### src/rtl/skin_cr_classifier.sv
// -----------------------------------------------------------------------------
// skin_cr_classifier
//
// Purpose:
//   Decides whether a pixel's Cr chroma sample lies inside a skin-tone cluster
//   described by a centre (mean_cr) and a full width (width_cr), both unsigned
//   9.9 fixed point. Cr samples, cluster centres and cluster widths arrive on
//   independent streams, so Cr samples queue in a small alignment FIFO while
//   the centre and width each wait in a one-entry hold register. A pixel is
//   classified ("fires") once all three are present, and the result appears
//   two cycles later.
//
//   Classification: skin_flag = (2 * |cr - mean| <= weff), where weff is the
//   incoming width, or DEF_WIDTH when the width stage reports 0 (mid-luma
//   band). The comparison is carried at 19 bits so the doubled distance is
//   never truncated.
//
// Handshake:
//   All streams are valid-only: each input *_valid cycle delivers exactly one
//   item and there is no ready/back-pressure. Anything that cannot be stored
//   (Cr sample into a full FIFO, or a new centre/width while the previous one
//   is still unconsumed) is dropped or overwritten and flagged on the sticky
//   overflow_err. skin_flag_valid is a one-cycle pulse per classified pixel;
//   skin_flag keeps its last value between pulses.
//
// Ports:
//   clk             in   1   clock, rising edge
//   rst             in   1   synchronous, active-high reset
//   cr_value        in   8   pixel Cr sample (unsigned integer)
//   cr_valid        in   1   cr_value qualifier
//   mean_cr         in   18  cluster centre, unsigned 9.9
//   mean_cr_valid   in   1   mean_cr qualifier
//   width_cr        in   18  cluster width, unsigned 9.9, 0 = mid band
//   width_cr_valid  in   1   width_cr qualifier
//   skin_flag       out  1   1 = Cr inside the cluster
//   skin_flag_valid out  1   skin_flag qualifier (one-cycle pulse)
//   overflow_err    out  1   sticky: a sample or hold value was lost
//   fifo_level      out  3   Cr FIFO occupancy, 0..FIFO_DEPTH
//
// Parameters:
//   DEF_WIDTH   width used when width_cr is 0 (default 38.0 in 9.9)
//   FIFO_DEPTH  Cr FIFO depth; power of two, 2..7 so that the occupancy
//               fits the 3-bit fifo_level port
// -----------------------------------------------------------------------------
module skin_cr_classifier #(
    parameter logic [17:0] DEF_WIDTH  = 18'd19456,
    parameter int          FIFO_DEPTH = 4
) (
    input  logic        clk,
    input  logic        rst,
    input  logic [7:0]  cr_value,
    input  logic        cr_valid,
    input  logic [17:0] mean_cr,
    input  logic        mean_cr_valid,
    input  logic [17:0] width_cr,
    input  logic        width_cr_valid,
    output logic        skin_flag,
    output logic        skin_flag_valid,
    output logic        overflow_err,
    output logic [2:0]  fifo_level
);

    localparam int PTR_W = (FIFO_DEPTH > 1) ? $clog2(FIFO_DEPTH) : 1;
    localparam int CNT_W = PTR_W + 1;
    localparam logic [CNT_W-1:0] DEPTH_C = CNT_W'(FIFO_DEPTH);
    localparam logic [PTR_W-1:0] PTR_ONE = PTR_W'(1);
    localparam logic [CNT_W-1:0] CNT_ONE = CNT_W'(1);

    // -------------------------------------------------------------------------
    // State
    // -------------------------------------------------------------------------
    // Cr alignment FIFO. Pointers wrap naturally because the depth is a power
    // of two; the occupancy counter distinguishes full from empty.
    logic [7:0]       mem_q [FIFO_DEPTH];
    logic [PTR_W-1:0] wr_ptr_q, wr_ptr_d;
    logic [PTR_W-1:0] rd_ptr_q, rd_ptr_d;
    logic [CNT_W-1:0] cnt_q,    cnt_d;

    // One-entry hold registers for the cluster centre and width.
    logic [17:0]      mean_q,       mean_d;
    logic             mean_full_q,  mean_full_d;
    logic [17:0]      width_q,      width_d;
    logic             width_full_q, width_full_d;

    // Stage 1: distance magnitude and effective width of the fired pixel.
    logic             s1_valid_q,   s1_valid_d;
    logic [17:0]      s1_absd_q,    s1_absd_d;
    logic [17:0]      s1_weff_q,    s1_weff_d;

    // Stage 2: registered result.
    logic             flag_q,       flag_d;
    logic             flag_valid_q, flag_valid_d;

    logic             overflow_q,   overflow_d;

    // -------------------------------------------------------------------------
    // Combinational control
    // -------------------------------------------------------------------------
    logic        fire;
    logic        fifo_full;
    logic        push;
    logic        pop;
    logic        cr_drop;
    logic        mean_ovf;
    logic        width_ovf;
    logic [7:0]  head_cr;
    logic [18:0] diff;
    logic [17:0] absd;
    logic [17:0] weff;

    always_comb begin
        // Fire uses registered state only, so a Cr sample, centre or width
        // arriving this cycle can first take part in a fire next cycle.
        fire      = (cnt_q != '0) && mean_full_q && width_full_q;
        fifo_full = (cnt_q == DEPTH_C);

        // A full FIFO still accepts a sample when the head leaves in the same
        // cycle; occupancy is then unchanged.
        push    = cr_valid && (!fifo_full || fire);
        pop     = fire;
        cr_drop = cr_valid && fifo_full && !fire;

        // A new centre/width landing on an unconsumed one replaces it and is
        // reported; landing on one being consumed this cycle is normal flow.
        mean_ovf  = mean_cr_valid  && mean_full_q  && !fire;
        width_ovf = width_cr_valid && width_full_q && !fire;
    end

    // FIFO pointers and occupancy.
    always_comb begin
        wr_ptr_d = wr_ptr_q;
        rd_ptr_d = rd_ptr_q;
        cnt_d    = cnt_q;

        if (push) begin
            wr_ptr_d = wr_ptr_q + PTR_ONE;
        end
        if (pop) begin
            rd_ptr_d = rd_ptr_q + PTR_ONE;
        end

        if (push && !pop) begin
            cnt_d = cnt_q + CNT_ONE;
        end else if (pop && !push) begin
            cnt_d = cnt_q - CNT_ONE;
        end
    end

    // Hold registers: a load in the same cycle as a fire wins over the clear,
    // so the register stays full with the new value.
    always_comb begin
        mean_d       = mean_q;
        mean_full_d  = mean_full_q;
        width_d      = width_q;
        width_full_d = width_full_q;

        if (mean_cr_valid) begin
            mean_d      = mean_cr;
            mean_full_d = 1'b1;
        end else if (fire) begin
            mean_full_d = 1'b0;
        end

        if (width_cr_valid) begin
            width_d      = width_cr;
            width_full_d = 1'b1;
        end else if (fire) begin
            width_full_d = 1'b0;
        end
    end

    // -------------------------------------------------------------------------
    // Stage 1 datapath
    // -------------------------------------------------------------------------
    always_comb begin
        head_cr = mem_q[rd_ptr_q];

        // Cr as 9.9 fixed point is {cr, 9'b0}; both operands are zero-extended
        // to 19 bits so bit 18 is the sign of the difference.
        diff = {2'b00, head_cr, 9'b0} - {1'b0, mean_q};

        // The magnitude never exceeds 2^18-1 (mean is at most 2^18-1 and Cr
        // is non-negative), so negating only the low 18 bits is exact.
        absd = diff[18] ? (~diff[17:0] + 18'd1) : diff[17:0];

        weff = (width_q == 18'd0) ? DEF_WIDTH : width_q;

        s1_valid_d = fire;
        s1_absd_d  = fire ? absd : s1_absd_q;
        s1_weff_d  = fire ? weff : s1_weff_q;
    end

    // -------------------------------------------------------------------------
    // Stage 2: compare 2*absd against weff at 19 bits
    // -------------------------------------------------------------------------
    always_comb begin
        flag_valid_d = s1_valid_q;
        flag_d       = flag_q;
        if (s1_valid_q) begin
            flag_d = ({s1_absd_q, 1'b0} <= {1'b0, s1_weff_q});
        end
    end

    always_comb begin
        overflow_d = overflow_q | cr_drop | mean_ovf | width_ovf;
    end

    // -------------------------------------------------------------------------
    // Registers
    // -------------------------------------------------------------------------
    // Control state, cleared by reset. Reset overrides every update, which
    // also discards anything in flight and ignores inputs seen during reset.
    always_ff @(posedge clk) begin
        if (rst) begin
            wr_ptr_q     <= '0;
            rd_ptr_q     <= '0;
            cnt_q        <= '0;
            mean_full_q  <= 1'b0;
            width_full_q <= 1'b0;
            s1_valid_q   <= 1'b0;
            flag_q       <= 1'b0;
            flag_valid_q <= 1'b0;
            overflow_q   <= 1'b0;
        end else begin
            wr_ptr_q     <= wr_ptr_d;
            rd_ptr_q     <= rd_ptr_d;
            cnt_q        <= cnt_d;
            mean_full_q  <= mean_full_d;
            width_full_q <= width_full_d;
            s1_valid_q   <= s1_valid_d;
            flag_q       <= flag_d;
            flag_valid_q <= flag_valid_d;
            overflow_q   <= overflow_d;
        end
    end

    // Data registers: only meaningful when their qualifying full/valid bit is
    // set, so they carry no reset.
    always_ff @(posedge clk) begin
        mean_q    <= mean_d;
        width_q   <= width_d;
        s1_absd_q <= s1_absd_d;
        s1_weff_q <= s1_weff_d;
    end

    // FIFO storage write port.
    always_ff @(posedge clk) begin
        if (push && !rst) begin
            mem_q[wr_ptr_q] <= cr_value;
        end
    end

    // -------------------------------------------------------------------------
    // Outputs
    // -------------------------------------------------------------------------
    assign skin_flag       = flag_q;
    assign skin_flag_valid = flag_valid_q;
    assign overflow_err    = overflow_q;
    assign fifo_level      = 3'(cnt_q);

endmodule

### config.mk
export PLATFORM = sky130hd
export DESIGN_NAME = skin_cr_classifier
export DESIGN_NICKNAME = d
export VERILOG_FILES = /design/src/rtl/skin_cr_classifier.sv
export SDC_FILE = /design/constraint.sdc
export NUM_CORES = 1
export LEC_CHECK = 0
export ABC_AREA = 1
export ABC_CLOCK_PERIOD_IN_PS = 5000
export CAP_MARGIN = 20
export CORE_MARGIN = 5
export CORE_UTILIZATION = 30
export CTS_CLUSTER_SIZE = 28
export DETAILED_ROUTE_END_ITERATION = 16
export DONT_BUFFER_PORTS = 1
export GPL_TIMING_DRIVEN = 0
export PLACE_DENSITY = 0.4
export SYNTH_ARGS = -nofsm -noshare
export SYNTH_HDL_FRONTEND = slang
export SYNTH_SLANG_ARGS = --single-unit
### constraint.sdc
create_clock -name clk -period 5 [get_ports clk]
set_input_delay 0 -clock clk [delete_from_list [all_inputs] [get_ports clk]]
set_output_delay 0 -clock clk [all_outputs]
set_load 0.05 [all_outputs]
==> results of run 1 <==
per-layer routing:
metal,GRT usage [%],vias to the layer above
met3,3.70,13
met1,14.8,1871
met4,3.89,0
li1,-,2154
met5,0,-
met2,20.4,49
Yosys cell counts:
master,n
buf_6,1
nor2_1,61
a21oi_2,1
nor2_4,1
nor3_1,4
xnor2_1,5
o21ai_2,1
a31oi_1,2
xor2_1,10
ha_1,32
o31ai_1,1
nand4_1,5
edfxtp_1,104
or4_1,1
nand3_2,1
inv_2,2
nand3b_1,1
nand2_1,115
o21ai_0,31
o22ai_1,8
nor4_1,4
a21oi_1,25
dfxtp_1,15
inv_1,91
clkbuf_1,17
nor2_2,9
xor2_2,1
nand3_1,37
o211ai_1,1
nand2_2,16
fa_1,1
nand2_4,1
cells by family after synthesis:
group / Yosys count / synth area share (%)
flops: 119 / 57.9
fa+ha+maj: 33 / 7.11
compound gates: 70 / 6.34
simple gates: 256 / 19.0
buf+inv: 111 / 7.17
xor+xnor: 16 / 2.50
timing repair:
action                                 in CTS  in global routing
endpoints found under the hold margin     119                  0
buffers inserted                            0                  0
hold buffers                               50                  0
setup endpoints to repair                   0                  0
power groups by stage:
| stage | Sequential, mW | Clock, mW | Combinational (mW) |
|---|---|---|---|
| after detailed placement | 1.26 | 0 | 0.435 |
| after global routing | 1.25 | 1.23 | 0.551 |
| after floorplan | 1.25 | 0 | 0.340 |
| after CTS | 1.24 | 1.18 | 0.481 |
| after global placement | 1.27 | 0 | 0.424 |
| final | 1.24 | 1.14 | 0.470 |
sequential cells by signal, indices dropped and copies added, names as in the netlist, 2 cells and up, named ones only:
| register | cells |
|---|---|
| s1_absd_q | 18 |
| fifo_level | 3 |
| wr_ptr_q | 2 |
| rd_ptr_q | 2 |
| width_q | 18 |
| s1_weff_q | 18 |
| mem_q | 32 |
| mean_q | 18 |
path summary, 6_finish.rpt:
kind / from / endpoint / cells after the start / slack [ns]
setup reg to reg: flip-flop / s1_absd_q[9] / 17 / 1.82
hold reg to reg: rd_ptr_q[1] / flip-flop / 1 / 0.44
hold / removal: mean_cr[16] / mean_q[16] / 1 / 0.21
setup / recovery: flip-flop / s1_absd_q[9] / 17 / 1.82
layout make-up:
class | count | share of cell area, %
sequential | 119 | 46.6
inverter | 93 | 4.75
clock buffer | 17 | 5.79
multi-input combinational | 375 | 28.2
clock inverter | 15 | 1.77
tap | 265 | 4.52
timing repair buffer | 51 | 7.33
buffer | 18 | 1.02
worst max-delay path: cells and delay by family (launching register included):
family,cells,cell delay [ns]
flops,1,0.40
xor+xnor,1,0.15
simple gates,9,0.80
compound gates,1,0.26
buf+inv,5,0.93
fa+ha+maj,1,0.35
per-stage QoR:
step                      hold WS, ns  instance area (um2)
after global placement         0.0744                 6250
after global routing            0.189                 7340
after floorplan                0.0724                 5920
after detailed placement       0.0763                 6280
final                           0.206                 7340
after CTS                       0.192                 7340
==> flow_summary_export.csv, run 1 <==
group,metric,value,unit
die,io_pins,55,
synth,synth_seq_area_share,57.9,%
synth,synth_area,5920,um2
drt,final_antenna_net_count,0,
power_and_ir_drop,p_per_area,388,nW/um2
synth,postSynthCellCount,605,
power_and_ir_drop,p_int,2.03,mW
final_layout,regArea,3420,um2
die,die_h,150,um
drt,drc,0,
synth,synth.area.top_cells,"edfxtp_1, nand2_1, ha_1",
sta,max_freq,0.314,GHz
sta,hold_viol,0,
clock_network,cts_sinks,119,
sta,post-route-period-util,63.6,%
final_layout,drive_above_1_share,9.74,%
final_layout,fin_util,37.7,%
placed_design,dp_hpwl,9.11,mm
final_layout,multi_input_area,2070,um2
sta,tightest_slew,0.889,ns
clock_network,h-tree-depth,4,
grt,grt_antenna_before_repair,0,
final_layout,final_common_cell,"nand2_1",
clock_network,cts_tree,"yes",
placed_design,port_buffers,0,
worst_setup_path,worstPathRequired,5.15,ns
grt,grt_pass1_wl,21.2,mm
power_and_ir_drop,p_clk_share,40.0,%
drt,drtIter0Drc,137,
worst_setup_path,cp_max_fo,10,
die,dieArea,22600,um2
drt,wl_met1,5.78,mm
drt,wl_met3,476,um
grt,grt_max_degree,22,
final_layout,fillCellCount,1967,
worst_setup_path,cp-end-kind,"flip-flop",
final_layout,syn_to_final_growth,24.1,%
worst_setup_path,cp.arrival,3.33,ns
worst_setup_path,path_class,"reg -> reg",
placed_design,dp.cells,871,
sta,fin_crit,3.18,ns
sta,slew_headroom,40.5,%
outcome,status,"finished clean",
placed_design,dp_slack,1.79,ns
drt,via_per_inst,4.29,
power_and_ir_drop,leakage,3.07,nW
worst_setup_path,cp_cell_sequence,"inv_1, clkbuf_1, nor2_1, o22ai_1, ha_1, nand2_2, inv_2, nand2_1, inv_1, nand2_1, nand3_2, nand2_2, nand2_2, nand2_4, buf_6, nand2_2, xor2_1",
final_layout,final_cell_mix,"nand2_1, edfxtp_1, inv_1, nor2_1, dlygate4sd3_1",
sta,final.setup.tns,0,ns
drt,drtPass1Iterations,4,
worst_setup_path,slowest_delay,0.43,ns
power_and_ir_drop,power.total,2.85,mW
grt,grt_usage,12.1,%
synth,avgSynthCellArea,9.78,um2
worst_setup_path,slowest_stage,"clkbuf_1",
clock_network,cts_buffer_depth,2,
final_layout,stdcell_count,953,
power_and_ir_drop,pwr-share-comb,16.5,%
drt,routedWlPerCell,13.1,um
worst_hold_path,hold_class,"in -> reg",
drt,postRouteWirelength,12.5,mm
drt,wl_met2,6.10,mm
synth,ys_types,32,
die,num_rows,51,
sta,setup_viol,0,
die,start_util,30.4,%
sta,final_max_slew_viol_count,0,
power_and_ir_drop,vdd_drop_max,0.216,mV
sta,fin_skew,0.0164,ns
die,core,19500,um2
synth,yosys_warnings,0,
power_and_ir_drop,switchingPower,0.818,mW
die,die_x,150,um
synth,yosys.area.top_type,"edfxtp_1",
grt,overflow,0,
clock_network,cts_resized,0,
sta,rsz0062_at_grt,"false",
clock_network,cts.reportedPaths.clkPinSlew,0.06,ns
clock_network,cts-buffers-inserted,17,
final_layout,antennaDiodeCount,0,
synth,synth-seq-cells,119,
sta,setup_slack,1.82,ns
drt,route.vias.total,4087,
grt,grt_pass1_vias,4335,
placed_design,gp_congestion,0.767,
flow_run,maxCapViolCount,0,
drt,routed.top_layer,"met4",
final_layout,layout.nets,757,
power_and_ir_drop,seqPwrFrac,43.5,%
clock_network,clkLatencyLatePin,0.42,ns
worst_setup_path,startpoint_type,"flip-flop",
worst_setup_path,crit_path_frequent_cell,"nand2_2",
power_and_ir_drop,switching_share,28.7,%
clock_network,ctsRootBufferMaster,"clkbuf_16",
synth,synth_fp_nets,687,
synth,yosysTopAreaCellShare,52.8,%
Note: power is estimated with default switching activity, not from simulation.
==> inputs of run 2 (changes only) <==
ABC_CLOCK_PERIOD_IN_PS = 3220   (was 5000)
clock period = 3.22 ns   (was 5 ns; I/O delays follow)
==> run 2 against run 1 <==
  * Fmax is 12% higher
  * First-iteration DRC count rose by 4.4%
  * Via count fell by 0.20%
  * Core utilization grew 0.090 points
  * Clock skew hardly changed
  * Combinational power increased by 56%
  * Non-clock buffer count grew 1
  * Cell area increased by 0.24%
  * Total power increased by 55%
  * Critical path depth is the same
  * Critical endpoint is now s1_absd_q[16]
  * Routed wire length is 0.37% lower
==> flow_summary_export.csv, run 2 (same netlist as run 1, synthesis figures left out) <==
group,metric,value,unit
power_and_ir_drop,leakage,3.08,nW
clock_network,cts_sinks,119,
grt,grtUsageMet2,20.3,%
power_and_ir_drop,p_int,3.16,mW
worst_hold_path,hold_class,"in -> reg",
worst_setup_path,cp-end-kind,"flip-flop",
clock_network,h-tree-depth,4,
final_layout,top_register,"mem_q",
power_and_ir_drop,vdd_drop_max,0.336,mV
grt,grt_pass1_wl,21.1,mm
worst_setup_path,startpoint_type,"flip-flop",
final_layout,fin_util,37.8,%
drt,drc,0,
drt,route.vias.total,4079,
grt,grt_max_degree,22,
drt,drtPass1Iterations,4,
die,die_x,150,um
sta,slew_headroom,40.5,%
sta,setup_viol,0,
final_layout,drive_above_1_share,10.4,%
power_and_ir_drop,seqPwrFrac,43.5,%
power_and_ir_drop,switchingPower,1.27,mW
power_and_ir_drop,switching_share,28.7,%
final_layout,fin_area,7360,um2
worst_setup_path,path_class,"reg -> reg",
die,die_h,150,um
worst_setup_path,endpoint,"s1_absd_q[16]",
worst_setup_path,cp_max_fo,14,
sta,hold_viol,0,
sta,max_freq,0.351,GHz
final_layout,syn_to_final_growth,24.4,%
clock_network,cts_buffer_depth,2,
grt,grt_antenna_before_repair,0,
clock_network,cts.reportedPaths.clkPinSlew,0.06,ns
worst_setup_path,r2r_cells,17,
final_layout,final_common_cell,"nand2_1",
grt,grt_usage,12.1,%
grt,grt_pass1_vias,4314,
drt,final_antenna_net_count,0,
final_layout,stdcell_count,954,
die,num_rows,51,
final_layout,layout.nets,758,
outcome,status,"finished clean",
grt,overflow,0,
final_layout,final_cell_mix,"nand2_1, edfxtp_1, inv_1, nor2_1, dlygate4sd3_1",
die,start_util,30.4,%
placed_design,port_buffers,0,
sta,fin_crit,2.85,ns
grt,grt_use_met1,14.8,%
worst_setup_path,worstPathRequired,3.39,ns
worst_setup_path,r2r-end,"s1_absd_q[16]",
power_and_ir_drop,p_clk_share,40.0,%
flow_run,maxCapViolCount,0,
drt,drtIter0Drc,143,
die,dieArea,22600,um2
drt,postRouteWirelength,12.5,mm
sta,tightest_slew,0.889,ns
clock_network,clkLatencyLatePin,0.42,ns
clock_network,cts_tree,"yes",
power_and_ir_drop,pwr-share-comb,16.5,%
final_layout,fillCellCount,1965,
sta,final.setup.tns,0,ns
worst_setup_path,cp.arrival,3.01,ns
clock_network,cts-buffers-inserted,17,
die,core,19500,um2
sta,rsz0062_at_grt,"false",
power_and_ir_drop,p_per_area,602,nW/um2
final_layout,largest_reg_flops,32,
final_layout,antennaDiodeCount,0,
placed_design,post_dp_cell_area,6280,um2
drt,via_per_inst,4.28,
grt,top_usage_layer,"met2",
sta,final_max_slew_viol_count,0,
die,io_pins,55,
worst_setup_path,regToRegSetupSlack,0.37,ns
placed_design,gp_congestion,0.767,
sta,fin_skew,0.0168,ns
grt,grt_util_met3,3.70,%
placed_design,dp_hpwl,9.11,mm
sta,post-route-period-util,88.4,%
clock_network,ctsRootBufferMaster,"clkbuf_16",
placed_design,dp.cells,871,
drt,routedWlPerCell,13.1,um
[run 2: critical path, stage by stage, from the launching register on]
cell and delay [ns]:
dfxtp_2 0.44, clkinvlp_4 0.10, buf_4 0.18, o21ai_0 0.17, o22ai_1 0.11, ha_1 0.39
a21oi_2 0.24, nor2_1 0.07, nor2_2 0.14, nand2_1 0.12, nand2_1 0.07, nand2_1 0.06
nor2_1 0.20, nand2_1 0.07, nand2_1 0.08, nand2_1 0.05, nand2_1 0.05, nand2_1 0.05
[run 2: what timing repair did]
item	CTS	global route
buffers inserted	0	2
setup endpoints to repair	1	16
hold endpoints to repair	119	0
hold buffers	50	0
resized for setup	0	4
pin swaps	0	0
[run 2: worst min-delay path by stage]
stage                      startpoint            end  slack (ns)  cells after the start
after global routing      mean_cr[16]     mean_q[16]        0.19                      1
final                     mean_cr[16]     mean_q[16]        0.20                      1
after floorplan                   rst  fifo_level[0]        0.07                      1
after global placement            rst    mean_full_q        0.07                      1
after CTS                 mean_cr[16]     mean_q[16]        0.19                      1
after detailed placement          rst   flag_valid_d        0.08                      1
[run 2: per-stage QoR]
stage	setup WS (ns)	total power, mW	hold slack [ns]
floorplan	0.739	2.47	0.0724
finish	0.374	4.43	0.205
global route	0.0533	4.71	0.189
global placement	0.0225	2.62	0.0744
detailed placement	0.0126	2.64	0.0763
CTS	0.0852	4.51	0.192
[run 2: layout make-up]
type                       count  area, um2  share of cell area (%)
clock inverter                15        130                    1.77
multi-input combinational    375       2070                    28.1
inverter                      93        353                    4.79
buffer                        17       72.6                   0.986
sequential                   119       3420                    46.5
clock buffer                  17        425                    5.78
tap                          265        332                    4.51
timing repair buffer          53        553                    7.51
[run 2: power groups by stage]
stage	registers (mW)	clock network, mW	logic (mW)
floorplan	1.94	0	0.528
global placement	1.96	0	0.659
detailed placement	1.96	0	0.676
CTS	1.93	1.83	0.746
global route	1.94	1.91	0.857
finish	1.93	1.77	0.732
[run 2: per-layer routing]
metal	share of wire [%]	wire, um
met1	46	5740
met5	0	0
met4	1.3	166
met3	3.9	485
met2	49	6090
